`src/rtl/btog_counter.sv`:
```
// Binary counter with a registered Gray-code twin, terminal-count flag and wrap pulse.
// Define BTOG_DOWN_EN to add the dir port and down counting; the default build counts up only.
module btog_counter #(
    parameter int WIDTH = 4
) (
    input  logic             clk,
    input  logic             rst,
    input  logic             en,
    input  logic             load,
    input  logic [WIDTH-1:0] load_b,
`ifdef BTOG_DOWN_EN
    input  logic             dir,
`endif
    output logic [WIDTH-1:0] b,
    output logic [WIDTH-1:0] g,
    output logic             tc,
    output logic             wrap
);

    localparam logic [WIDTH-1:0] ALL_ONES = '1;
    localparam logic [WIDTH-1:0] ONE      = WIDTH'(1);

    function automatic logic [WIDTH-1:0] to_gray(input logic [WIDTH-1:0] v);
        logic [WIDTH-1:0] r;
        r[WIDTH-1] = v[WIDTH-1];
        for (int i = 0; i < WIDTH - 1; i++) begin
            r[i] = v[i+1] ^ v[i];
        end
        return r;
    endfunction

    logic [WIDTH-1:0] b_step;
    logic             step_wraps;
    logic [WIDTH-1:0] term_val;

`ifdef BTOG_DOWN_EN
    always_comb begin
        b_step     = dir ? (b - ONE) : (b + ONE);
        step_wraps = dir ? (b == '0) : (b == ALL_ONES);
        term_val   = dir ? '0 : ALL_ONES;
    end
`else
    always_comb begin
        b_step     = b + ONE;
        step_wraps = (b == ALL_ONES);
        term_val   = ALL_ONES;
    end
`endif

    logic [WIDTH-1:0] b_nxt;
    logic             wrap_nxt;
    logic             tc_nxt;

    // Load beats count; with neither strobe the state holds and wrap drops.
    always_comb begin
        b_nxt    = b;
        wrap_nxt = 1'b0;
        tc_nxt   = tc;
        if (load) begin
            b_nxt  = load_b;
            tc_nxt = (load_b == term_val);
        end else if (en) begin
            b_nxt    = b_step;
            wrap_nxt = step_wraps;
            tc_nxt   = (b_step == term_val);
        end
    end

    // g is loaded from the Gray code of the next value so it never lags b.
    always_ff @(posedge clk or posedge rst) begin
        if (rst) begin
            b    <= '0;
            g    <= '0;
            tc   <= 1'b0;
            wrap <= 1'b0;
        end else begin
            b    <= b_nxt;
            g    <= to_gray(b_nxt);
            tc   <= tc_nxt;
            wrap <= wrap_nxt;
        end
    end

endmodule

```
`config.mk`:
```
export PLATFORM = sky130hd
export DESIGN_NAME = btog_counter
export DESIGN_NICKNAME = d
export VERILOG_FILES = /design/src/rtl/btog_counter.sv
export SDC_FILE = /design/constraint.sdc
export NUM_CORES = 1
export LEC_CHECK = 0
export BUFFER_PORTS_ARGS = -buffer_cell sky130_fd_sc_hd__buf_2
export CORE_AREA = 2 2 39 41
export DETAILED_ROUTE_END_ITERATION = 10
export DIE_AREA = 0 0 41 43
export HOLD_SLACK_MARGIN = 0.06
export PLACE_DENSITY = 0.63
export SYNTH_ARGS = -nofsm -noshare
export SYNTH_HDL_FRONTEND = slang
export SYNTH_SLANG_ARGS = --single-unit
```
`constraint.sdc`:
```
create_clock -name clk -period 1.5 [get_ports clk]
set_input_delay 0.3 -clock clk [delete_from_list [all_inputs] [get_ports clk]]
set_output_delay 0.3 -clock clk [all_outputs]
set_load 0.01 [all_outputs]
```
After elaboration in Yosys (flattened, before gate mapping)
Cells that the tools add are included.
{ "totals": {"register_bits": 10, "input_bits": 8, "output_inout_bits": 10, "elab_cells": 18} }
{ "classes": {"add_sub_neg": 1, "n_eq_ne": 3, "n_mux": 6, "n_bitwise": 3, "n_reduce_logical": 1} }
{ "op_table": {"columns": ["operator", "n"], "rows": [
  ["$eq 4x4->1 const B", 3],
  ["$mux 4", 2],
  ["$add 4x1->4 const B", 1],
  ["$mux 1", 4],
  ["$xor 1x1->1", 3],
  ["$reduce_bool 2->1", 1]
]} }

Depth between registers and ports, before layout
{ "depth": {"ltp_word": 4, "depth_mapped": 5, "ltp_nobuf": 5} }

Worst setup path before layout
No wires, ideal clock.
{ "synth_path": {"path_type": "flip-flop to flip-flop", "startpoint": "register b[0]", "endpoint": "register tc", "setup_ns": 0.131, "arrival_time_ns": 1.213, "required_time_ns": 1.369, "path_slack_ns": 0.156, "stages_incl_launch_ff": 5, "path_buffers": 0, "period_less_slack_ns": 1.344, "cell_sequence": "dfrtp_1 ha_1 and4b_1 a221oi_1 a21oi_1"} }
{ "synth_between": {"elab_chain_len": 4} }
{ "synth_lines": {"columns": ["item", "line", "rtl"], "rows": [
  ["start: declaration", "14", "output logic [WIDTH-1:0] b,"],
  ["start signal: assignment", "77", "b <= b_nxt;"],
  ["$add 4x1->4", "44", "b_step = b + ONE;"],
  ["$eq 4x4->1", "65", "tc_nxt = (b_step == term_val);"],
  ["$mux 1", "62", "end else if (en) begin"],
  ["$mux 1", "59", "if (load) begin"],
  ["end signal: assignment", "79", "tc <= tc_nxt;"],
  ["end: declaration", "16", "output logic tc,"]
]} }
No other way between the ends. The select of a mux whose other input is x is not followed.
A chain may end at the register's enable or synchronous reset.

Worst setup path after layout
{ "layout_path": {"startpoint": "register b[1]", "endpoint": "register g[1]"} }
{ "layout_between": {"elab_chain_len": 4} }
{ "layout_lines": {"columns": ["item", "line", "rtl"], "rows": [
  ["$add 4x1->4", "44", null],
  ["$mux 4 (*)", "62", null],
  ["$mux 4 (*)", "59", null],
  ["$xor 1x1->1 (*)", "27", "r[i] = v[i+1] ^ v[i];"],
  ["end signal: assignment", "78", "g <= to_gray(b_nxt);"],
  ["end: declaration", "15", "output logic [WIDTH-1:0] g,"]
]} }
Every way passes the cells marked *; elsewhere a longest branch is shown, timed or not.

==> flow_summary.json <==
{
  "status": "complete, no violations",
  "dpl_cell_area_um2": 544,
  "maxSlewHeadroom_pct": 76.6,
  "clk_pin_slew_ns": 0.06,
  "die_y_um": 43,
  "synth_area_um2": 463,
  "num_vias": 347,
  "worstPathRequired_ns": 1.64,
  "antenna_found_initial": 0,
  "final_hold_viol_count": 0,
  "grt_usage_pct": 14.4,
  "clock_path_buffers": 2,
  "drt-wirelength-per-cell_um": 12.8,
  "r2r_start": "b[1]",
  "synthesis.nets": 48,
  "fmax_ghz": 0.739,
  "arrival_ns": 1.49,
  "peakVddDrop_mv": 0.522,
  "via_per_inst": 4.63,
  "instances_no_fill": 75,
  "fin_util_pct": 43.0,
  "drt_iter0_drc": 5,
  "grt_pass1_wl_mm": 1.61,
  "final_antenna_net_count": 0,
  "power.density_mw_per_mm2": 1190,
  "finalSetupViolations": 0,
  "ioPinCount": 18,
  "die_x_um": 41,
  "final_common_cell": "buf_2",
  "post-route-period-util_pct": 90.2,
  "path_class": "flop to flop",
  "core_area_mm2": 0.00138,
  "rsz0062_at_grt": "false",
  "cts_sinks": 9,
  "clock-root-buffer": "clkbuf_4",
  "drt_wl_total_um": 962,
  "crit_start": "b[1]",
  "hold_slack_ns": 0.300,
  "drv_cap": 0,
  "start_util_pct": 33.5,
  "fin_nets": 69,
  "ys_warn_count": 0,
  "placedCellCount": 69,
  "hold_start": "load_b[1]",
  "grt_max_degree": 10,
  "synth-seq-cells": 9,
  "num_rows": 14,
  "cts_tree": "built",
  "layout-drive-gt1-share_pct": 45.8,
  "setup_tns_ns": 0,
  "dp_hpwl_um": 715,
  "antenna_cells": 0,
  "p_leak_nw": 0.301,
  "cts_htree_levels": 1,
  "cts_buffers": 3,
  "tightest_slew_ns": 0.351,
  "clock_skew_ns": 0.00375,
  "final_cell_mix": "buf_2, dfrtp_1, xnor2_1",
  "cp_max_fo": 4,
  "worst_setup_path_start_kind": "flop",
  "drc": 0,
  "drtPass1Iterations": 3,
  "ys_seq_area_share_pct": 48.6,
  "synth_cell_types": 20,
  "min_period_ns": 1.35,
  "die_area_mm2": 0.00176,
  "endpoint_kind": "flop",
  "place_congestion": 0.808,
  "gr-total-overflow": 0,
  "finish.instance_area_um2": 596,
  "syn_to_final_growth_pct": 28.6,
  "p_total_mw": 0.711,
  "hp-class": "primary input to flop",
  "slew_violations": 0,
  "place_ws_ns": 0.102,
  "grt_pass1_vias": 372,
  "synth.avg_cell_area_um2": 11.9,
  "clkLatencyLatePin_ns": 0.26,
  "fin_ws_ns": 0.147,
  "io_buffers": 17,
  "synth_cells": 39
}
## synthesized netlist by cell type (all sizes together)
library cell | instances | area share (%)
a21oi | 2 | 3.0
a221oi | 1 | 1.9
and4b | 1 | 2.2
buf | 2 | 4.1
clkbuf | 1 | 1.1
dfrtp | 9 | 49
ha | 1 | 2.7
inv | 4 | 3.2
mux2 | 1 | 3.2
mux2i | 2 | 7.0
nand2 | 2 | 1.6
nand4 | 3 | 5.4
nor2 | 2 | 1.6
o21ai | 1 | 1.1
xnor2 | 5 | 9.5
xor2 | 2 | 3.8
## metal layers
metal	part of all wire [%]	global-route usage, %
met4	0.52	8.00
met2	50	20.9
met1	43	17.9
met5	0	0
met3	6.0	4.71
## area by class of cell
type	instances	area (µm²)
clock buffer	4	26.3
fill	154	788
inverter	4	15.0
multi-input combinational	23	205
sequential	9	226
tap	16	20.0
timing repair buffer	19	103
## cell families after synthesis
logic type	count (synthesis)	synth area share, %
adders and majority gates	1	2.70
buffers and inverters	7	8.38
and+or+nand+nor	8	10.8
muxes	3	10.3
xor gates and xnor gates	7	13.2
DFF	9	48.6
AOI/OAI and AO/OA	4	5.94
## worst max-delay path: stages, from the launching register on
cell and delay, ns:
dfrtp_1 0.40, ha_1 0.22, nand2_1 0.09, xnor2_1 0.23, mux2i_4 0.12, xor2_1 0.17
## where the power goes
| group | internal, mW | switching (mW) | total (mW) | leakage, nW |
|---|---|---|---|---|
| Combinational | 0.101 | 0.108 | 0.209 | 0.178 |
| Sequential | 0.285 | 0.0287 | 0.314 | 0.108 |
| Clock | 0.103 | 0.0862 | 0.189 | 0.0150 |
| Total | 0.488 | 0.223 | 0.711 | 0.301 |
## final timing paths
kind | end | slack [ns] | depth (start not counted)
setup / recovery | g[1] | 0.15 | 5
hold / removal | b[1] | 0.30 | 3
setup reg to reg | g[1] | 0.15 | 5
max in group asynchronous | b[0] | 0.68 | 3
min in group asynchronous | b[3] | 0.54 | 3
hold reg to reg | tc | 0.58 | 2
## timing repair
action | 4_1_cts | 5_1_grt
setup buffers | 0 | 1
resized for setup | 0 | 2
endpoints found under the setup margin | 0 | 2
hold buffers | 1 | 0
hold endpoints to repair | 9 | 0
## state kept, by name, indices dropped and copies added, names as in the netlist
name and cells:
wrap 1, b 4, g 3, tc 1
Power figures use the tool's default switching activity.
